--- src/rtl/rtc_ctrl.sv ---
// Command/data byte sequencer for a DS1302-style 3-wire RTC sitting on a byte SPI master.
// Expands one time read/write request into WP-clear + clock burst, with CE gaps and per-byte ack timeout.
module rtc_ctrl #(
  parameter int CE_GAP      = 8,
  parameter int ACK_TIMEOUT = 1024
) (
  input  logic        sys_clk,
  input  logic        rst_n,
  input  logic        rd_start,
  input  logic        wr_start,
  input  logic [55:0] wr_time,
  output logic [55:0] rd_time,
  output logic        busy,
  output logic        done,
  output logic        err,
  output logic        spi_ce,
  output logic        spi_wr_req,
  output logic [7:0]  spi_data_out,
  input  logic        spi_wr_ack,
  input  logic [7:0]  spi_data_recv
);
  localparam int GW = $clog2(CE_GAP + 1);
  localparam int TW = $clog2(ACK_TIMEOUT + 1);

  typedef enum logic [2:0] {IDLE, WP_OFF, GAP, WBURST, RBURST, FINISH} state_e;

  state_e        state_q, state_d;
  logic [3:0]    bcnt_q, bcnt_d;
  logic [GW-1:0] gap_q, gap_d;
  logic [TW-1:0] to_q, to_d;
  logic [55:0]   wdata_q, wdata_d, shadow_q, shadow_d, rd_time_q, rd_time_d;
  logic          is_rd_q, is_rd_d, abort_q, abort_d;
  logic          busy_q, busy_d, done_q, done_d, err_q, err_d;
  logic          ce_q, ce_d, wr_req_q, wr_req_d;
  logic [7:0]    dout_q, dout_d;
  logic [3:0]    last_idx;

  function automatic logic [7:0] wburst_byte(input logic [3:0] idx, input logic [55:0] t);
    case (idx)
      4'd0:    wburst_byte = 8'hBE;
      4'd1:    wburst_byte = t[7:0];
      4'd2:    wburst_byte = t[15:8];
      4'd3:    wburst_byte = t[23:16];
      4'd4:    wburst_byte = t[31:24];
      4'd5:    wburst_byte = t[39:32];
      4'd6:    wburst_byte = t[47:40];
      4'd7:    wburst_byte = t[55:48];
      default: wburst_byte = 8'h80;
    endcase
  endfunction

  always_comb begin
    case (state_q)
      WP_OFF:  last_idx = 4'd1;
      WBURST:  last_idx = 4'd8;
      default: last_idx = 4'd7;
    endcase
  end

  always_comb begin
    state_d   = state_q;
    bcnt_d    = bcnt_q;
    gap_d     = gap_q;
    to_d      = to_q;
    wdata_d   = wdata_q;
    shadow_d  = shadow_q;
    rd_time_d = rd_time_q;
    is_rd_d   = is_rd_q;
    abort_d   = abort_q;
    busy_d    = busy_q;
    done_d    = 1'b0;
    err_d     = 1'b0;
    ce_d      = ce_q;
    wr_req_d  = wr_req_q;
    dout_d    = dout_q;
    case (state_q)
      IDLE: begin
        busy_d = 1'b0;
        // busy_q still high here means this is the done cycle; starts wait one more cycle
        if (!busy_q && (wr_start || rd_start)) begin
          wdata_d  = {wr_time[55:8], 1'b0, wr_time[6:0]};
          busy_d   = 1'b1;
          bcnt_d   = 4'd0;
          to_d     = '0;
          abort_d  = 1'b0;
          ce_d     = 1'b1;
          wr_req_d = 1'b1;
          is_rd_d  = !wr_start;
          state_d  = wr_start ? WP_OFF : RBURST;
          dout_d   = wr_start ? 8'h8E : 8'hBF;
        end
      end
      GAP: begin
        if (gap_q == GW'(CE_GAP - 1)) begin
          state_d  = WBURST;
          ce_d     = 1'b1;
          wr_req_d = 1'b1;
          dout_d   = 8'hBE;
          bcnt_d   = 4'd0;
          to_d     = '0;
        end else begin
          gap_d = gap_q + 1'b1;
        end
      end
      FINISH: begin
        if (gap_q == GW'(CE_GAP - 1)) begin
          done_d  = 1'b1;
          err_d   = abort_q;
          state_d = IDLE;
          if (is_rd_q && !abort_q) rd_time_d = shadow_q;
        end else begin
          gap_d = gap_q + 1'b1;
        end
      end
      default: begin
        if (spi_wr_ack) begin
          to_d = '0;
          if (state_q == RBURST)
            for (int i = 0; i < 7; i++)
              if (bcnt_q == 4'(i + 1)) shadow_d[8*i +: 8] = spi_data_recv;
          if (bcnt_q == last_idx) begin
            ce_d    = 1'b0;
            gap_d   = '0;
            state_d = (state_q == WP_OFF) ? GAP : FINISH;
          end else begin
            bcnt_d = bcnt_q + 4'd1;
            case (state_q)
              WP_OFF: begin wr_req_d = 1'b1; dout_d = 8'h00; end
              WBURST: begin wr_req_d = 1'b1; dout_d = wburst_byte(bcnt_q + 4'd1, wdata_q); end
              default: begin wr_req_d = 1'b0; dout_d = 8'h00; end
            endcase
          end
        end else if (to_q == TW'(ACK_TIMEOUT - 1)) begin
          ce_d    = 1'b0;
          gap_d   = '0;
          abort_d = 1'b1;
          state_d = FINISH;
        end else begin
          to_d = to_q + 1'b1;
        end
      end
    endcase
  end

  always_ff @(posedge sys_clk or negedge rst_n) begin
    if (!rst_n) begin
      state_q   <= IDLE;
      bcnt_q    <= '0;
      gap_q     <= '0;
      to_q      <= '0;
      wdata_q   <= '0;
      shadow_q  <= '0;
      rd_time_q <= '0;
      is_rd_q   <= 1'b0;
      abort_q   <= 1'b0;
      busy_q    <= 1'b0;
      done_q    <= 1'b0;
      err_q     <= 1'b0;
      ce_q      <= 1'b0;
      wr_req_q  <= 1'b0;
      dout_q    <= '0;
    end else begin
      state_q   <= state_d;
      bcnt_q    <= bcnt_d;
      gap_q     <= gap_d;
      to_q      <= to_d;
      wdata_q   <= wdata_d;
      shadow_q  <= shadow_d;
      rd_time_q <= rd_time_d;
      is_rd_q   <= is_rd_d;
      abort_q   <= abort_d;
      busy_q    <= busy_d;
      done_q    <= done_d;
      err_q     <= err_d;
      ce_q      <= ce_d;
      wr_req_q  <= wr_req_d;
      dout_q    <= dout_d;
    end
  end

  assign rd_time      = rd_time_q;
  assign busy         = busy_q;
  assign done         = done_q;
  assign err          = err_q;
  assign spi_ce       = ce_q;
  assign spi_wr_req   = wr_req_q;
  assign spi_data_out = dout_q;
endmodule

--- config.mk ---
export PLATFORM = sky130hd
export DESIGN_NAME = rtc_ctrl
export DESIGN_NICKNAME = d
export VERILOG_FILES = /design/src/rtl/rtc_ctrl.sv
export SDC_FILE = /design/constraint.sdc
export NUM_CORES = 1
export LEC_CHECK = 0
export BUFFER_PORTS_ARGS = -buffer_cell sky130_fd_sc_hd__buf_2
export CORE_MARGIN = 10
export CORE_UTILIZATION = 51
export DETAILED_ROUTE_END_ITERATION = 12
export PLACE_DENSITY_LB_ADDON = 0.1
export SLEW_MARGIN = 15
export SYNTH_ARGS = -nofsm -noshare
export SYNTH_HDL_FRONTEND = slang
export SYNTH_SLANG_ARGS = --single-unit
--- constraint.sdc ---
create_clock -name sys_clk -period 2.25 [get_ports sys_clk]
set_input_delay 0.3375 -clock sys_clk [delete_from_list [all_inputs] [get_ports sys_clk]]
set_output_delay 0.3375 -clock sys_clk [all_outputs]
set_load 0.01 [all_outputs]
==> results.md <==
- Status: completed
- Final worst slack: 78.2 ps
- WL per Instance: 19.4 um
- Power per cell area: 1220 nW/um^2
- CTS Sinks: between 200 and 250
- Total number of vias: between 7000 and 8000
- Fin crit share: 96.5%
- Antenna violations before repair: 0
- Mapped Cells: 821
- Die X: 154 um
- Maximum VDD drop: 0.701 mV
- Finished Cell Area: around 11000 um^2
- Vias in the first global route: 7067
- TritonCTS buffer count: 22
- Pin count of the biggest net entering global routing: 69
- Slowest cell on the critical path: dfrtp_1
- Worst-path fanout max: 9
- Switching Share: 35.0%
- Final Hold Viols: 0
- Synthesized area per cell: 11.1 um^2
- Crit end category: flop
- Yosys reg bits: 204
- CTS Buffer Depth: 3
- Ys flop type: dfrtp_1
- Final WL: 24100 um
- Syn Std Cell Area: roughly 9100 um^2
- Fill cells: around 1400
- First DRT Iteration DRCs: 423
- Flop pwr share: 41.2%
- Initial Util: around 52%
- CP Launch Type: flop
- CTS tree: done
- First-pass GRT wire length: around 38000 um
- CTS root buf: clkbuf_16
- Commonest cells after routing, fill and taps aside: 203 x nand2_1, 202 x dfrtp_1, 135 x buf_2
- Max Cap Viol: 0
- Final setup fails: 0
- P&R area growth vs syn: 23.6%
- Layout cells sized above 1: 38.5%
- CP Class: reg2reg
- Commonest non-fill, non-tap cell in the layout: nand2_1
- Pins Over Slew Limit: 0
- Worst Max-Slew Pin Slew: 625 ps
- Register area: about 5100 um^2
- Die Ht: 154 um
- Critical path, cell by cell: buf_6, ha_4, mux2_2, and3_1, a211o_1, o31a_1, a221o_1
- GRT overflow: 0
- RSZ-0062 raised after global routing: yes
- Register area share after synthesis: 56.1%
- Nets: 1076
- Total power: roughly 14 mW
- # rows: 48
- Switch Pwr: between 4 and 5 mW
- Clock share of power: between 20% and 30%
- Minimum clock period: around 2200 ps
- DP Area: 10300 um^2
- Slew HR: 58.0%
- Gate power share: 33.1%
- Req. time, crit path: 2650 ps
- Synth warn: 0
- Async SR Flop Fraction: 100%
- Core region area: 17400 um^2
- Full die area: approximately 24000 um^2
- ANT cells: 0
- Worst-skew pair later-pin latency: 510 ps
- Residual DRC: 0
- Drt first pass iters: 4
- Post-synth EDFFs: 0
- Post-place setup slack: -94.1 ps
- Internal power: around 8.9 mW
- CP delay by family, top: compound AO/OA/AOI/OAI gates
- H-tree Lvls: 1
- Unique masters post-synth: 60
- Bufs and invs on worst path: 1
- Area of the multi-input gates: around 3900 um^2
- P_leak: roughly 5.7 nW
- Peak Freq: 460 MHz
- Critical path arrival: 2570 ps
- Port buffer count: 136
- Layout Skew: 9.57 ps
- Detail Route Antenna Nets: 0
- Syn nets: 897
- DPL Wire Length: 17300 um
- Vias per Instance: 5.65
- Clock-pin slew on the worst setup and hold paths: 60 ps
- RePlAce Congestion: 0.870
- Boundary pin count: about 140
- Total global-route track usage: 19.4%
- HP Class: in2reg
- Largest stage delay, worst path: 420 ps
- Final design utilization: 64.6%
worst paths after layout:
check / start / slack [ps] / depth (start not counted) / end
max: bcnt_q[0] / 80 / 7 / spi_data_out[5]
min: wr_time[14] / 10 / 3 / wdata_q[14]
max reg2reg: bcnt_q[0] / 80 / 7 / spi_data_out[5]
min reg2reg: wdata_q[43] / 480 / 2 / wdata_q[43]
max in group asynchronous: rst_n / 1130 / 3 / shadow_q[12]
min in group asynchronous: rst_n / 400 / 2 / to_q[2]
tightest hold or removal path, delay by kind of cell:
family                 cells  cell delay, ps
AND/OR/NAND/NOR            2              80
buffers and inverters      1              70
cells in the mapped netlist, drive strengths merged, types with 4 or more instances:
library cell / count / area (um^2)
nand4: 5 / 31.3
o31ai: 6 / 45.0
and3: 4 / 25.0
a221oi: 6 / 52.6
a21oi: 28 / 140
clkbuf: 19 / 71.3
nor3b: 5 / 42.5
a31oi: 10 / 62.6
or3: 7 / 43.8
o21ai: 22 / 114
nand2b: 5 / 31.3
nor4: 8 / 65.1
a221o: 8 / 80.1
o21a: 4 / 30.0
buf: 25 / 179
nand2: 204 / 766
ha: 7 / 87.6
a22o: 6 / 52.6
nor3: 7 / 40.0
nand3: 21 / 105
mux2: 117 / 1320
nor2b: 7 / 43.8
a222oi: 4 / 40.0
nor2: 28 / 113
inv: 5 / 18.8
o211ai: 4 / 30.0
a22oi: 9 / 67.6
dfrtp: 204 / 5100
kinds of logic after synthesis:
family / Yosys count / share of synthesized area [%]
AO/OA/AOI/OAI: 127 / 9.72
XOR/XNOR: 2 / 0.192
adder cells (fa/ha/maj): 7 / 0.962
buffers and inverters: 49 / 2.96
flip-flops: 204 / 56.1
multiplexers: 120 / 14.8
AND/OR/NAND/NOR: 312 / 15.3
sequential cells by signal, indices dropped and copies added (netlist names):
register and count:
state_q 3, abort_q 1, shadow_q 56, spi_wr_req 1, err 1, wdata_q 55
to_q 11, gap_q 4, busy 1, is_rd_q 1, spi_data_out 8, rd_time 56
spi_ce 1, done 1, bcnt_q 4
power groups by stage:
stage	Combinational (mW)	Sequential (mW)	Clock (mW)
global placement	4.20	5.61	0
detailed placement	4.35	5.66	0
global route	5.04	5.77	3.77
finish	4.54	5.66	3.53
CTS	4.42	5.62	3.59
floorplan	2.86	5.40	0
layer usage:
metal	share of wire [%]	global-route usage, %	wire (um)	vias up
li1	-	-	-	3270
met2	48	31.1	11500	220
met5	0	0	0	-
met3	5.7	4.02	1370	41
met1	44	26.1	10700	3480
met4	2.2	5.49	536	0
stage by stage:
stage                     TNS, ps  hold WS [ps]  cells
after CTS                       0         0.513   1240
after global placement       -130           371   1195
final                           0          10.4   1241
after floorplan                 0          41.9    821
after detailed placement     -338           385   1195
after global routing        -4.38          14.9   1241
area by class of cell:
class	count	share of cell area [%]
Timing Repair Buffer	199	11.2
Inverter	5	0.167
Multi-Input combinational cell	568	34.3
Tap cell	225	2.50
Clock buffer	27	5.41
Clock inverter	13	0.990
Sequential cell	204	45.4
timing repair:
item,4_1_cts,5_1_grt
endpoints found under the hold margin,66,0
gates resized for setup,7,30
pin swaps,0,9
hold buffers,4,0
endpoints found under the setup margin,6,17
buffers inserted,1,1
Power figures use the tool's default switching activity.
